--- config.mk ---
export PLATFORM = sky130hd
export DESIGN_NAME = led_arbiter
export DESIGN_NICKNAME = d
export VERILOG_FILES = /design/src/rtl/led_arbiter.sv
export SDC_FILE = /design/constraint.sdc
export NUM_CORES = 1
export LEC_CHECK = 0
export ABC_AREA = 1
export CAP_MARGIN = 20
export CORE_ASPECT_RATIO = 0.6
export CORE_MARGIN = 2
export CORE_UTILIZATION = 40
export CTS_BUF_LIST = sky130_fd_sc_hd__clkbuf_8
export CTS_CLUSTER_DIAMETER = 150
export DETAILED_ROUTE_END_ITERATION = 8
export PLACE_DENSITY = 0.66
export SYNTH_ARGS = -nofsm -noshare
export SYNTH_HDL_FRONTEND = slang
export SYNTH_SLANG_ARGS = --single-unit
--- constraint.sdc ---
create_clock -name clk -period 2.85 [get_ports clk]
set_input_delay 0.4275 -clock clk [delete_from_list [all_inputs] [get_ports clk]]
set_output_delay 0.4275 -clock clk [all_outputs]
set_load 0.03 [all_outputs]
--- src/rtl/led_arbiter.sv ---
// Round-robin owner of one 8-bit LED bank shared by four clients, with a time-slice limit while others wait.
// grant and led are registered, so one cycle from req/data to outputs; no backpressure, and a waiting client just keeps req high.
module led_arbiter #(
  parameter int unsigned SLICE_CYCLES = 1024,
  parameter logic [7:0]  IDLE_PATTERN = 8'h00
) (
  input  logic        clk,
  input  logic        resetn,
  input  logic [3:0]  req,
  input  logic [31:0] data,
  output logic [3:0]  grant,
  output logic [7:0]  led,
  output logic        busy
);

  localparam logic [0:0]  IDLE    = 1'b0;
  localparam logic [0:0]  OWN     = 1'b1;
  localparam logic [15:0] CNT_MAX = 16'(SLICE_CYCLES - 1);

  logic [0:0]  state;
  logic [1:0]  last;
  logic [15:0] cnt;

  logic [1:0]  win;
  logic        win_vld;
  logic [1:0]  idx;
  logic        others_vld;
  logic        do_switch;
  logic        do_idle;
  logic [7:0]  win_dat;
  logic [7:0]  own_dat;

  // The owner sits in last, so searching from last+1 puts it at the lowest priority.
  always_comb begin
    win     = last;
    win_vld = 1'b0;
    idx     = '0;
    for (int i = 1; i <= 4; i++) begin
      idx = last + 2'(i);
      if (!win_vld && req[idx]) begin
        win     = idx;
        win_vld = 1'b1;
      end
    end
  end

  assign others_vld = |(req & ~(4'b0001 << last));
  assign win_dat    = data[{win, 3'b000} +: 8];
  assign own_dat    = data[{last, 3'b000} +: 8];

  always_comb begin
    do_switch = 1'b0;
    do_idle   = 1'b0;
    case (state)
      IDLE: do_switch = win_vld;
      OWN: begin
        if (!req[last]) begin
          do_switch = win_vld;
          do_idle   = !win_vld;
        end else begin
          do_switch = (cnt == CNT_MAX) && others_vld;
        end
      end
      default: do_idle = 1'b1;
    endcase
  end

  always_ff @(posedge clk or negedge resetn) begin
    if (!resetn) begin
      state <= IDLE;
      last  <= 2'd3;
      cnt   <= '0;
      grant <= '0;
      led   <= IDLE_PATTERN;
    end else if (do_switch) begin
      state <= OWN;
      last  <= win;
      cnt   <= '0;
      grant <= 4'b0001 << win;
      led   <= win_dat;
    end else if (state == IDLE || do_idle) begin
      state <= IDLE;
      cnt   <= '0;
      grant <= '0;
      led   <= IDLE_PATTERN;
    end else begin
      // Saturate rather than wrap so a lone owner is preempted on the first competing edge.
      led <= own_dat;
      if (cnt != CNT_MAX) begin
        cnt <= cnt + 16'd1;
      end
    end
  end

  assign busy = |grant;

endmodule

==> results of run 1 <==
[flip-flops by register name (all words and copies together), names as in the netlist]
register,flops
cnt,16
led,8
grant,4
last,2
state,1
[routing by layer]
layer,GRT usage,part of all wire,wire (um),vias up
li1,-,-,-,1214
met1,0.344,0.51,3420,1133
met2,0.286,0.39,2640,95
met3,0.0582,0.086,579,7
met4,0.0550,0.012,80,0
met5,0,0,0,-
[Yosys cell counts, types with 2 or more instances]
master / number / area, um^2
buf_6: 2 / 22.5
nor3b_1: 2 / 15.0
nand4_1: 5 / 31.3
dfrtp_1: 29 / 726
dfstp_2: 2 / 52.6
ha_1: 5 / 62.6
nand2_4: 3 / 33.8
nand2_2: 9 / 56.3
nand3_2: 3 / 30.0
inv_1: 23 / 86.3
o22ai_2: 2 / 25.0
clkbuf_1: 5 / 18.8
o22ai_1: 12 / 75.1
nand3_1: 52 / 260
xor2_1: 2 / 17.5
nor2_1: 40 / 150
a21oi_1: 8 / 40.0
o21ai_0: 22 / 110
nor3_1: 4 / 20.0
o21ai_1: 4 / 20.0
inv_2: 6 / 22.5
nand2_1: 77 / 289
buf_2: 2 / 10.0
buf_4: 3 / 22.5
[area by class of cell]
class	count	area [um^2]	share of cell area
clock buffers	6	82.6	0.0279
clock inverters	2	8.76	0.00296
inverters	31	121	0.0411
multi-input cells	258	1330	0.449
flip-flops and latches	31	778	0.263
well taps	80	100	0.0339
repair buffers	55	538	0.182
[where the power goes]
group | internal [W] | switching [W] | leakage (nW) | total, W
Clock | 0.000191 | 0.000177 | 0.0524 | 0.000368
Sequential | 0.000592 | 0.0000831 | 0.400 | 0.000675
Combinational | 0.000936 | 0.00184 | 0.850 | 0.00278
[metrics by stage]
stage / power (W) / std cells / setup WS [ns] / hold slack, ns / utilization
after floorplan: 0.00285 / 333 / 0.402 / 0.132 / -
after global placement: 0.00340 / 455 / 0.433 / 0.557 / 0.514
after detailed placement: 0.00343 / 455 / 0.324 / 0.554 / 0.514
after CTS: 0.00381 / 463 / 0.304 / 0.561 / 0.531
after global routing: 0.00416 / 463 / 0.0517 / 0.580 / 0.531
final: 0.00382 / 463 / 0.283 / 0.535 / 0.531
[layout by cell type, fill, tap and decap left out, types with 3 or more instances in the layout]
master            n
a21oi_1           8
nand2_4           3
nor2_1           40
nand3_2           3
ha_1              5
nand4_1           5
o21ai_1           4
buf_4             5
dfrtp_1          29
nor3_1            4
inv_2             6
nand2_2           9
o21ai_0          22
clkdlybuf4s50_1  50
inv_1            24
nand2_1          77
nand3_1          52
o22ai_1          12
clkbuf_8          6
[worst max path at each step]
stage             from      to  slack [ns]  cells past startpoint
2_1_floorplan  last[0]  led[0]        0.40                     15
3_3_place_gp   last[1]  led[2]        0.43                     12
3_5_place_dp   last[1]  led[2]        0.32                     12
4_1_cts        last[1]  led[2]        0.30                     12
5_1_grt        last[1]  led[2]        0.05                     12
6_report       last[1]  led[2]        0.28                     12
[cell families after synthesis]
kind of cell,share of synthesized area
AOI/OAI and AO/OA,0.120
xor gates and xnor gates,0.0114
adders and majority gates,0.0270
buffers and inverters,0.0908
DFF,0.336
and+or+nand+nor,0.415
[worst reg2reg max path, stage by stage (launching register included)]
cell and delay (ns):
dfstp_2 0.71, inv_1 0.10, ha_1 0.36, inv_1 0.13, nand3_1 0.11, nand2_2 0.13, nand4_4 0.26, nand2_4 0.32
inv_1 0.09, nand2_1 0.07, nand3_1 0.06, nand2_1 0.08, nand2_1 0.05
==> impl_results.md, run 1 <==
- Status: complete, no violations
- Hold Buf Count CTS: 0
- Reg2reg setup slack: 0.28 ns
- Syn Area/Cell: roughly 7.0 um^2
- Final Skew: slightly below 0.01 ns
- Worst-path clk slew: 0.07 ns
- Drc violations: 0
- CP top delay family: simple AND/OR/NAND/NOR gates
- WP data required: 3.03 ns
- Initial core utilization: 0.416
- Wirelength per Cell: roughly 15 um
- Slew Viols, Final: 0
- #FFs+latches synth: 31
- DP Wirelength: 4910 um
- Vias: roughly 2400
- Crit path max fanout: 19
- Final nets: around 430
- EDFF count, synth: 0
- FFs w/ async S/R, synth: 1.00
- Tot GR Track Use: 0.218
- I/O Buffers: 50
- Pleak: 1.30 nW
- Worst Setup End Kind: register
- Final non-filler cell area: around 0.0030 mm^2
- DR vias/cell: 5.29
- Worst-path cell chain: inv_1 > ha_1 > inv_1 > nand3_1 > nand2_2 > nand4_4 > nand2_4 > inv_1 > nand2_1 > nand3_1 > nand2_1 > nand2_1
- Die Ht: 62.9 um
- Share of layout cells above drive strength 1: 0.110
- Gp weighted congestion: between 0.8 and 0.9
- Initial antenna violation count: 0
- # fillers: 550
- IO Pins: ~50
- Setup TNS: 0 ns
- Cells after synthesis: about 330
- Max Cap Viol: 0
- Synth warnings: 0
- Worst EP arrival: 2.75 ns
- Worst slew pin tran: 0.483 ns
- FF-to-FF path depth: 12
- Max Freq: 389 MHz
- Post-CTS Setup Repair Bufs: 0
- PwrDens: 1290 mW/mm^2
- Critical path startpoint category: register
- Post-synth cell types: 35
- Pre-antenna DRT Iters: 7
- Hold Violations, Final: 0
- Maximum vdd drop: 0.594 mV
- First-pass GRT wire length: 10900 um
- Die area: around 0.0064 mm^2
- CP peak stage delay: a little over 0.7 ns
- Clk buf depth: 2
- CTS tree: done
- Latest clock arrival within the worst-skew pair: 0.29 ns
- RSZ-0062 raised after global routing: no
- Antenna-violating nets left: 0
- Cell Rows: 21
- Core ar.: ~0.0056 mm^2
- Mapped Area: about 0.0023 mm^2
- Hold crit path type: input pin to async pin
- Clock sink total: 31
- Register area share after synthesis: 0.336
- Total Wirelength: approximately 6700 um
- Largest net degree at the start of global routing: 32
- Relative slew slack: 0.675
- Reg2reg end: led[2]
- Worst R2R Start: last[1]
- Syn-to-layout area delta: 27.7%
- Post-placement cell area: 0.00286 mm^2
- CP Buf/Inv Count: 3
- Tcrit/Tclk final: 0.901
- CTS resizes: 0
- CP max stage cell: dfstp_2
- Final setup fails: 0
- ANT cells: 0
- Fin crit period: 2.57 ns
- GR Overflow Total: 0
- Number of global-route vias before repair: 2143
- Synthesized net count: 376
- DIE WIDTH: 102 um
- Starting DRT DRC Count: 153
- H-Tree Level Count: 2
- Clk root buf: clkbuf_8
- CP Class: register to register
- Prevailing post-synth register cell: dfrtp_1
- CTS Buf Count: 5
Note: power is estimated with default switching activity, not from simulation.
==> inputs of run 2 (changes only) <==
--- a/config.mk
+++ b/config.mk
@@ -5,7 +5,6 @@
 export SDC_FILE = /design/constraint.sdc
 export NUM_CORES = 1
 export LEC_CHECK = 0
-export ABC_AREA = 1
 export CAP_MARGIN = 20
 export CORE_ASPECT_RATIO = 0.6
 export CORE_MARGIN = 2
==> run 2 against run 1 <==
Core utilization rose by 2.0 points. Clock skew fell by 0.0039 ns. Sequential share of layout area rose by 0.83 points. Maximum frequency rose by 2.3%. Highest routed layer unchanged.
==> impl_results.md, run 2 <==
- Status: complete, no violations
- Relative slew slack: 0.337
- Final Skew: 0.00581 ns
- Pre-antenna DRT Iters: 4
- Setup TNS: 0 ns
- ANT cells: 0
- CTS Buf Count: 5
- Latest clock arrival within the worst-skew pair: 0.28 ns
- Clk buf depth: 2
- GR Overflow Total: 0
- Synthesized net count: 270
- Final setup fails: 0
- Pwr Total: 0.00272 W
- Worst EP arrival: 2.69 ns
- Cell Rows: 20
- Register area share after synthesis: 0.351
- Most frequent cells after synthesis: 29 x dfrtp_1, 25 x nand2_1, 22 x nor2_1
- Gp weighted congestion: 0.846
- Total Wirelength: 5750 um
- Highest Signal Layer: met4
- Top Registers: cnt: 16 flops, led: 8 flops, grant: 4 flops
- Worst-path cell chain: clkdlybuf4s50_1 > inv_1 > a2111oi_1 > a211oi_1 > o221a_2 > nand2b_1 > o221ai_1
- Crit path max fanout: 12
- Tcrit/Tclk final: 0.881
- CP top delay family: compound AO/OA/AOI/OAI gates
- Post-synth cell types: 51
- Met3 WL: 376 um
- Drc violations: 0
- IO Pins: 51
- CP Buf/Inv Count: 2
- Share of layout cells above drive strength 1: 0.134
- Hold Violations, Final: 0
- Top cell type's share of synthesized area: 0.328
- CP endpoint: led[4]
- Reg area: about 800 um^2
- Die Ht: 61.6 um
- I/O Buffers: 50
- Number of global-route vias before repair: 1765
- Reg2reg end: led[5]
- Core ar.: 0.00520 mm^2
- Clk root buf: clkbuf_8
- CP Class: input pin to register
- Post-CTS Setup Repair Bufs: 0
- RSZ-0062 raised after global routing: no
- Max Cap Viol: 0
- Tot GR Track Use: 0.202
- Worst-path clk slew: 0.06 ns
- FF-to-FF path depth: 7
- Worst path depth: 7
- Worst R2R Start: last[1]
- Ranking of synthesized cells by area: dfrtp_1 33%, mux4_2 9.2%, mux2i_1 8.6%
- # fillers: ~480
- Area leader, netlist: dfrtp_1
- Initial antenna violation count: 0
- FFs w/ async S/R, synth: 1.00
- Starting DRT DRC Count: 130
- Worst slew pin tran: 0.994 ns
- DIE WIDTH: 100 um
- Critical path startpoint category: input pin
- Most common cell after layout, fill and taps aside: clkdlybuf4s50_1
- DR vias/cell: 5.62
- Max Freq: roughly 400 MHz
- Cells after synthesis: 227
- WP data required: 3.03 ns
- Slew Viols, Final: 0
- Crit path from: req[2]
- PwrDens: 949 mW/mm^2
- #FFs+latches synth: 31
- Prevailing post-synth register cell: dfrtp_1
- EDFF count, synth: 0
- DP Wirelength: 4250 um
- Die area: 0.00617 mm^2
- Syn-to-layout area delta: 29.4%
- Synth warnings: 0
- H-Tree Level Count: 2
- First-pass GRT wire length: 9260 um
- Multi-input logic area: 0.00132 mm^2
- Vias: 1929
- Most common cell in the netlist: dfrtp_1
- WL met2: 2430 um
- Final nets: 320
- CTS tree: done
- Met1 wire length: 2870 um
- Maximum vdd drop: approximately 0.98 mV
- Clock sink total: 31
- Initial core utilization: 0.425
- Syn Area/Cell: around 10 um^2
- Max FFs per register: 16
- CP max stage cell: clkdlybuf4s50_1
- Fin crit period: around 2.5 ns
- Wirelength per Cell: between 15 and 20 um
- Most flops, register: cnt
- Antenna-violating nets left: 0
- Reg2reg setup slack: ~0.37 ns
- Largest net degree at the start of global routing: 32
- Pleak: 1.18 nW
- Commonest cells after routing, fill and taps aside: 50 x clkdlybuf4s50_1, 29 x dfrtp_1, 25 x nand2_1
- Hold crit path type: register to register
- Worst Setup End Kind: register
- Mapped Area: roughly 0.0022 mm^2
- CP peak stage delay: 0.68 ns
==> run 2: cells by family after synthesis <==
kind of cell,after synthesis,share of synthesized area
DFF,31,0.351
xor gates and xnor gates,13,0.0514
adders and majority gates,5,0.0282
buffers and inverters,21,0.0548
AOI/OAI and AO/OA,37,0.122
muxes,29,0.182
and+or+nand+nor,91,0.210
==> run 2: timing repair <==
action	4_1_cts	5_1_grt
endpoints found under the setup margin	0	3
hold buffers	0	0
resized for setup	0	1
==> run 2: worst register-to-register path, delay by kind of cell, from the launching register on <==
kind	cells	cell delay [ns]
buffers and inverters	1	0.28
and+or+nand+nor	2	0.27
DFF	1	0.53
AOI/OAI and AO/OA	3	1.11
adders and majority gates	1	0.20
==> run 2: worst min path at each step <==
stage,from,endpoint,cells after the start
4_1_cts,grant[1],grant[1],2
6_report,state,cnt[1],2
3_5_place_dp,grant[1],grant[1],2
2_1_floorplan,resetn,cnt[0],0
3_3_place_gp,grant[1],grant[1],2
5_1_grt,grant[0],grant[0],2
==> run 2: power breakdown <==
part | switching [W] | internal [W]
sequential | 0.0000743 | 0.000571
combinational | 0.000942 | 0.000788
clock | 0.000154 | 0.000189
total | 0.00117 | 0.00155
==> run 2: final cells by class <==
| class | count | share of cell area |
|---|---|---|
| Multi-Input combinational cell | 175 | 0.461 |
| Sequential cell | 31 | 0.272 |
| Timing Repair Buffer | 58 | 0.200 |
| Clock buffer | 6 | 0.0288 |
| Tap cell | 66 | 0.0288 |
| Inverter | 6 | 0.00786 |
| Clock inverter | 1 | 0.00175 |
==> run 2: layer usage <==
metal  vias up  GRT usage
li1        946          -
met1       904      0.306
met2        71      0.286
met3         8     0.0465
met4         0     0.0626
met5         -          0
==> run 2: through the flow <==
stage | cell area, um^2 | hold WS [ns] | cells | setup WS, ns | util
after global routing | 2870 | 0.571 | 343 | 0.0886 | 0.550
after CTS | 2860 | 0.537 | 343 | 0.239 | 0.550
after global placement | 2780 | 0.510 | 336 | 0.145 | 0.533
after floorplan | 2210 | 0.132 | 227 | 0.375 | -
after detailed placement | 2780 | 0.524 | 336 | -0.0500 | 0.533
final | 2870 | 0.535 | 343 | 0.339 | 0.550
==> inputs of run 3 (changes only) <==
--- a/config.mk
+++ b/config.mk
@@ -13,6 +13,7 @@
 export CTS_CLUSTER_DIAMETER = 150
 export DETAILED_ROUTE_END_ITERATION = 8
 export PLACE_DENSITY = 0.66
+export SLEW_MARGIN = 10
 export SYNTH_ARGS = -nofsm -noshare
 export SYNTH_HDL_FRONTEND = slang
 export SYNTH_SLANG_ARGS = --single-unit
==> results of run 3 <==
No change in the layout: final DEF, timing and power equal those of run 2.
